### src/rtl/lamp_scheduler.sv
// Lamp pattern scheduler: steps through per-mode lamp sequences and swaps modes only at sequence boundaries.
// Optional macro LAMP_SCHEDULER_PAUSE_EN adds a pause input that freezes the sequence.
module lamp_scheduler #(
    parameter logic [24:0] TICK_DIV = 25'd25000000
) (
    input  logic       clk,
    input  logic       reset,
    input  logic [1:0] mode_req,
    input  logic       req_valid,
`ifdef LAMP_SCHEDULER_PAUSE_EN
    input  logic       pause,
`endif
    output logic       req_ready,
    output logic       applied,
    output logic [1:0] mode_active,
    output logic [1:0] step_idx,
    output logic [2:0] lamps
);

    localparam logic [1:0] MODE_CALM = 2'b00;
    localparam logic [1:0] MODE_R2L  = 2'b01;
    localparam logic [1:0] MODE_L2R  = 2'b10;
    localparam logic [1:0] MODE_OFF  = 2'b11;

    function automatic logic [1:0] last_idx(input logic [1:0] mode);
        case (mode)
            MODE_CALM: last_idx = 2'd1;
            MODE_R2L:  last_idx = 2'd2;
            MODE_L2R:  last_idx = 2'd2;
            default:   last_idx = 2'd0;
        endcase
    endfunction

    function automatic logic [2:0] pattern(input logic [1:0] mode, input logic [1:0] idx);
        pattern = 3'b000;
        case (mode)
            MODE_CALM: pattern = (idx == 2'd0) ? 3'b101 : 3'b010;
            MODE_R2L: begin
                case (idx)
                    2'd0:    pattern = 3'b001;
                    2'd1:    pattern = 3'b010;
                    default: pattern = 3'b100;
                endcase
            end
            MODE_L2R: begin
                case (idx)
                    2'd0:    pattern = 3'b100;
                    2'd1:    pattern = 3'b010;
                    default: pattern = 3'b001;
                endcase
            end
            MODE_OFF: pattern = 3'b000;
            default:  pattern = 3'b000;
        endcase
    endfunction

    logic [24:0] presc;
    logic        run;
    logic        step_now;
    logic        boundary;
    logic        accept;
    logic        pend_valid;
    logic [1:0]  pend_mode;

`ifdef LAMP_SCHEDULER_PAUSE_EN
    assign run = ~pause;
`else
    assign run = 1'b1;
`endif

    assign step_now  = run && (presc == TICK_DIV - 25'd1);
    assign boundary  = step_now && (step_idx == last_idx(mode_active));
    assign req_ready = ~pend_valid;
    assign accept    = req_valid && req_ready;

    always_ff @(posedge clk or posedge reset) begin
        if (reset) begin
            presc <= '0;
        end else if (run) begin
            presc <= step_now ? '0 : presc + 25'd1;
        end
    end

    // A request accepted on a boundary edge sees pend_valid low there, so it waits a full sequence.
    always_ff @(posedge clk or posedge reset) begin
        if (reset) begin
            mode_active <= MODE_CALM;
            step_idx    <= 2'd0;
            lamps       <= 3'b101;
            pend_valid  <= 1'b0;
            applied     <= 1'b0;
        end else begin
            applied <= 1'b0;
            if (boundary && pend_valid) begin
                mode_active <= pend_mode;
                step_idx    <= 2'd0;
                lamps       <= pattern(pend_mode, 2'd0);
                pend_valid  <= 1'b0;
                applied     <= 1'b1;
            end else begin
                if (boundary) begin
                    step_idx <= 2'd0;
                    lamps    <= pattern(mode_active, 2'd0);
                end else if (step_now) begin
                    step_idx <= step_idx + 2'd1;
                    lamps    <= pattern(mode_active, step_idx + 2'd1);
                end
                if (accept) begin
                    pend_valid <= 1'b1;
                end
            end
        end
    end

    // Only meaningful while pend_valid is set, so it needs no reset.
    always_ff @(posedge clk) begin
        if (accept) begin
            pend_mode <= mode_req;
        end
    end

endmodule

### config.mk
export PLATFORM = sky130hd
export DESIGN_NAME = lamp_scheduler
export DESIGN_NICKNAME = d
export VERILOG_FILES = /design/src/rtl/lamp_scheduler.sv
export SDC_FILE = /design/constraint.sdc
export NUM_CORES = 1
export LEC_CHECK = 0
export BUFFER_PORTS_ARGS = -buffer_cell sky130_fd_sc_hd__buf_2
export CORE_MARGIN = 1.5
export CORE_UTILIZATION = 50
export CTS_BUF_LIST = sky130_fd_sc_hd__clkbuf_4 sky130_fd_sc_hd__clkbuf_8 sky130_fd_sc_hd__clkbuf_16
export DETAILED_ROUTE_END_ITERATION = 6
export PLACE_DENSITY = 0.7
export SLEW_MARGIN = 20
export SYNTH_ARGS = -nofsm -noshare
export SYNTH_HDL_FRONTEND = slang
export SYNTH_SLANG_ARGS = --single-unit
### constraint.sdc
create_clock -name clk -period 5.9 [get_ports clk]
set_clock_uncertainty 0.15 [all_clocks]
set_input_delay 1.18 -clock clk [delete_from_list [all_inputs] [get_ports clk]]
set_output_delay 1.18 -clock clk [all_outputs]
set_load 0.01 [all_outputs]
## After elaboration in Yosys (flattened, before gate mapping)

Cells that the tools add are included.

| storage, ports and cells | value |
|---|---|
| output and inout bits | 9 |
| logic and storage cells | 45 |
| latch bits | 0 |
| RAM bits | 0 |
| bits in read-only memories | 0 |
| flip-flop bits (word level) | 36 |
| memories kept | 0 |
| input bits | 5 |

| cells by class | value |
|---|---|
| bitwise gates (word level) | 1 |
| muxes and demuxes | 17 |
| equal/unequal tests | 9 |
| divide/modulo/power cells | 0 |
| multipliers | 0 |
| reduce and logical (&&, ||, !) cells | 9 |
| shifts and indexed selects | 0 |
| $add $sub $neg | 2 |
| magnitude comparators | 0 |

Operators with widths:

| kind | count |
|---|---|
| 3-bit case mux with 4 select lines | 3 |
| 25-bit by 1-bit adder with 25-bit output (second input constant) | 1 |
| 25-bit equality test (second input constant) | 1 |
| 25-bit two-way mux | 1 |
| 3-bit two-way mux | 4 |
| 3-bit case mux with 2 select lines | 2 |
| 2-bit equality test (second input constant) | 4 |
| 2-bit by 1-bit equality test with 1-bit output (second input constant) | 3 |
| 2-bit logical NOT | 3 |
| 2-bit two-way mux | 3 |
| 2-bit case mux with 2 select lines | 1 |
| 1-bit logical AND | 3 |
| 1-bit two-way mux | 3 |
| 3-bit nonzero test | 1 |
| 2-bit by 1-bit adder with 2-bit output (second input constant) | 1 |
| 2-bit equality test | 1 |
| 2-bit nonzero test | 1 |
| 2-bit OR reduction | 1 |
| 1-bit NOT | 1 |

## Logic depth before layout (Yosys ltp)

| logic depth | value |
|---|---|
| depth in word-level cells | 7 |
| mapped depth | 6 |
| depth with buffers taken out | 6 |

## Worst setup path after synthesis

Ideal clock, no wire load.

| timing | value |
|---|---|
| path kind | reg2reg |
| from | register presc[9] |
| to | register presc[14] |
| stages on the path, launching flop included | 6 |
| arrival time | 2.171 ns |
| buffers on the path | 1 |
| period minus slack after synthesis | 2.447 ns |
| required time | 5.624 ns |
| setup time | 0.126 ns |
| setup slack | 3.453 ns |
| cell sequence | dfrtp_1 > or4_1 > or4_1 > buf_6 > or3_4 > a311o_1 |

| between the ends | value |
|---|---|
| cells in the longest elaborated chain, start to end | 2 |
| elaborated cells between the ends (all ways) | 3 |
| classes of those cells | add/sub: 1; eq/ne: 1; mux: 1 |

Ends and longest elaborated chain:

| element | line | RTL |
|---|---|---|
| start: declaration | 57 | `logic [24:0] presc;` |
| start signal: assignment | 80 | `presc <= step_now ? '0 : presc + 25'd1;` |
| 25-bit by 1-bit adder with 25-bit output / 25-bit equality test (equally long branches) | 80, 71 |  |
| 25-bit two-way mux * | 80 |  |

Every way passes the cells marked *; elsewhere a longest branch is shown, timed or not.
A chain may end at the register's enable or synchronous reset.

## Worst setup path in the final report

| timing | value |
|---|---|
| from | register presc[9] |
| to | register lamps[1] |

| between the ends | value |
|---|---|
| cells in the longest elaborated chain, start to end | 4 |
| elaborated cells between the ends (all ways) | 6 |
| classes of those cells | eq/ne: 1; mux: 2; reduce/logical: 3 |

Ends and longest elaborated chain:

| element | line | RTL |
|---|---|---|
| 25-bit equality test * | 71 | `assign step_now = run && (presc == TICK_DIV - 25'd1);` |
| 1-bit logical AND | 72 | `assign boundary = step_now && (step_idx == last_idx(mode_active));` |
| 3-bit two-way mux / 1-bit logical AND (equally long branches) | 101, 94 |  |
| 3-bit two-way mux / 3-bit nonzero test (equally long branches) | -- |  |
| end signal: assignment | 97 | `lamps <= pattern(pend_mode, 2'd0);` |
| end signal: assignment | 103 | `lamps <= pattern(mode_active, 2'd0);` |
| end signal: assignment | 106 | `lamps <= pattern(mode_active, step_idx + 2'd1);` |
| end: declaration | 17 | `output logic [2:0] lamps` |

Marks and branches as above.

==> impl_results.md <==
- Critical Path Max Stage Delay: 0.70 ns
- Fillers: 319
- Critical path endpoint category: register
- DRT met1 WL: 1600 um
- Combinational group share of total power: 1.3%
- WL met3: between 150 and 200 um
- Post-route ant nets: 0
- Sw Pwr: 97.4 uW
- Worst vdd ir: 0.174 mV
- Tot GR Track Use: 19.8%
- Critical path peak fanout: 15
- Via count: 1443
- WS Path Type: register to register
- Highest metal used: met4
- Synth Area in XOR/XNOR: approximately 7.8%
- Shortest period the worst path allows: 2.94 ns
- Post_cts resized: 0
- GR Overflow Total: 0
- Largest net degree at the start of global routing: 35
- Full die area: 0.00418 mm2
- Yosys warns: 0
- Net Sw Frac: 20.6%
- Distinct cells, synth: 35
- Slowest stage cell on the critical path: or4_1
- Root Driver: clkbuf_8
- Simple-gate area share of the yosys netlist: between 20 and 25%
- Critical path, cell by cell: or4_1 > or4_1 > nor3_4 > mux2_2
- Layout cells sized above 1: 14.9%
- Clk sinks: 36
- Top_reg_cell synth: dfrtp_1
- Fmax: between 300 and 400 MHz
- FF/Latch Area: ~910 um2
- Final setup violating endpoints: 0
- IO Pins: 14
- Antenna Diode Count: 0
- Complex-gate fraction of the synthesized area: 10.1%
- Register area share after synthesis: 48.1%
- Post-Synth Adder-Cell Area: 4.61%
- First-pass GRT wire length: 6310 um
- Syn-to-layout area delta: 12.0%
- Avg Cell Area, Syn: 10.4 um2
- Final Max Slew Viols: 0
- EDFF count, synth: 2
- Lkg Pwr: 0.970 nW
- Post-DP HPWL: 2740 um
- HP Class: register to register
- RSZ-0062 raised after global routing: no
- Clk pwr share: 46.1%
- I/O Buffers: 13
- Core area: 0.00366 mm2
- Worst-skew pair later-pin latency: about 0.30 ns
- Syn Inst Count: 182
- Mux contribution to synthesized area: 3.75%
- Die width: 64.6 um
- Total negative slack: 0 ns
- Worst-Margin Slew: a little under 0.7 ns
- FP Rows: 22
- DRC viols: 0
- Vias per inst: 5.77
- Asr flop ratio synth: a little over nine tenths
- Part of the power in registers: ~53%
- WL final: 3700 um
- CTS Buf Count: 5
- CTS clk-pin slew, worst paths: 0.08 ns
- CTS tree: yes
- Power Internal: 375 uW
- Largest family of logic cells by synthesized area: simple AND/OR/NAND/NOR gates
- Initial Util: 51.9%
- Initial DRC Count: 118
- WL/cell: 14.8 um
- WP buf/inv: 0
- Top cell by count, worst path: or4_1
- Relative slew slack: 53.6%
- Placed cell areas: 0.00202 mm2
- Max Cap Viol: 0
- Initial antenna violation count: 0
- Post-CTS Setup Inserts: 0
- Startpoint types: register
- Required @ worst endpoint: between 5 and 6 ns
- Worst Path Arrival: 2.97 ns
- Number of global-route vias before repair: roughly 1400
- Delay-heaviest family, CP: simple AND/OR/NAND/NOR gates
- Final hold violations: 0
- CTS max path bufs: 2
- Synth Cell Area: 0.00190 mm2
- CTS Hold Bufs: 0
- # H-tree levels: 2
- First-pass DRT Iterations: 4
- Final Cycle Share: 49.8%
- Placer Congestion: 0.882
- Status: complete, no violations
- Syn Nets: around 190
- Cell area after layout: 0.00213 mm2
- PD cells: ~220 mW/mm2
- Number of synthesized register bits: 36
- Detail Route met2 WL: 1890 um
- Hold_ws: 0.340 ns
- Layout Nets: between 200 and 250
- Die height: 64.6 um
- Multi-input logic area: ~920 um2
==> worst reg2reg max path, stage by stage (launching register included) <==
cell and delay, ns:
dfrtp_1 0.43, or4_1 0.51, or4_1 0.70, nor3_4 0.64, mux2_2 0.41
==> per-layer routing <==
| metal | up-vias | global-route usage, % |
|---|---|---|
| met5 | - | 0 |
| met4 | 0 | 4.79 |
| met3 | 10 | 5.90 |
| met2 | 43 | 35.0 |
| met1 | 688 | 23.6 |
| li1 | 702 | - |
==> layout make-up <==
cell class	count	area share, %
Clock buffer	5	3.24
Timing Repair Buffer	14	3.41
Inverter	14	2.47
Multi-Input combinational cell	130	43.1
Clock inverter	3	2.00
Tap cell	48	2.82
Sequential cell	36	42.9
==> cell usage in the layout (no fill, tap or decap) <==
cell	n
o31ai_1	6
dfrtp_1	32
clkbuf_8	5
and4_1	4
clkinv_2	1
a311o_1	1
nor3_1	4
nor4_4	1
a31o_2	2
xnor2_1	10
and3_1	1
nand4_1	8
buf_4	1
inv_1	14
o21ai_0	7
nor2b_1	3
nor3_4	1
a22oi_1	2
or3_4	1
mux2_2	1
mux2i_1	6
or4_1	5
buf_2	13
dfstp_2	2
and2_1	2
nor2_1	13
bufinv_16	1
or3_1	3
clkinvlp_4	1
o221ai_1	4
xor2_1	7
ha_1	7
nor3b_1	1
a2bb2oi_1	1
nor4_1	5
nand3_1	9
edfxtp_1	2
a21oi_1	5
nand2_1	10
==> Yosys cell counts, types with 2 or more instances <==
cell | count | area [um2]
edfxtp_1 | 2 | 60.1
nand2_1 | 10 | 37.5
xnor2_1 | 10 | 87.6
nor2b_1 | 3 | 18.8
nand4_1 | 8 | 50.1
a21oi_1 | 5 | 25.0
nor2_1 | 13 | 48.8
ha_1 | 7 | 87.6
a22oi_1 | 2 | 15.0
nor4_1 | 5 | 31.3
or3_1 | 3 | 18.8
xor2_1 | 7 | 61.3
dfrtp_1 | 32 | 801
dfstp_2 | 2 | 52.6
a31o_2 | 2 | 17.5
or4_1 | 5 | 37.5
o31ai_1 | 6 | 45.0
and2_1 | 2 | 12.5
o21ai_0 | 7 | 35.0
nor3_1 | 4 | 20.0
and4_1 | 4 | 35.0
inv_1 | 14 | 52.6
mux2i_1 | 6 | 60.1
nand3_1 | 9 | 45.0
o221ai_1 | 4 | 35.0
==> cells by family after synthesis <==
kind of cell,count (synthesis)
AO/OA/AOI/OAI,28
buffers and inverters,16
flip-flops,36
AND/OR/NAND/NOR,71
XOR/XNOR,17
adder cells (fa/ha/maj),7
multiplexers,7
==> worst paths after layout <==
kind                            slack [ns]  cells after the start          startpoint              endpoint
worst max-delay path                  2.96                      4  presc[9]$_DFF_PP0_  lamps[1]$_DFFE_PP0P_
worst min-delay path                  0.34                      1  presc[0]$_DFF_PP0_    presc[0]$_DFF_PP0_
worst max register to register        2.96                      4  presc[9]$_DFF_PP0_  lamps[1]$_DFFE_PP0P_
worst min register to register        0.34                      1  presc[0]$_DFF_PP0_    presc[0]$_DFF_PP0_
max in group asynchronous             4.45                      3               reset  lamps[2]$_DFFE_PP1P_
min in group asynchronous             0.81                      3               reset    presc[9]$_DFF_PP0_
==> state kept, by name (all words and copies together), names as in the netlist <==
| register | count |
|---|---|
| applied | 1 |
| lamps | 3 |
| mode_active | 2 |
| pend_mode | 2 |
| pend_valid | 1 |
| presc | 25 |
| step_idx | 2 |
==> power by group through the flow <==
stage | Sequential (mW) | Combinational [mW] | Clock (mW)
after global placement | 0.253 | 0.00639 | 0
final | 0.249 | 0.00620 | 0.218
after detailed placement | 0.253 | 0.00675 | 0
after CTS | 0.249 | 0.00671 | 0.221
after floorplan | 0.253 | 0.00352 | 0
after global routing | 0.248 | 0.00747 | 0.231
==> through the flow <==
| stage | util, % | power (mW) | setup WS [ns] | std cells |
|---|---|---|---|---|
| CTS | 58.1 | 0.476 | 2.97 | 250 |
| detailed placement | 55.1 | 0.260 | 2.98 | 242 |
| floorplan | - | 0.257 | 3.45 | 182 |
| finish | 58.1 | 0.472 | 2.96 | 250 |
| global placement | 55.1 | 0.260 | 3.02 | 242 |
| global route | 58.1 | 0.487 | 2.85 | 250 |
Note: power is estimated with default switching activity, not from simulation.
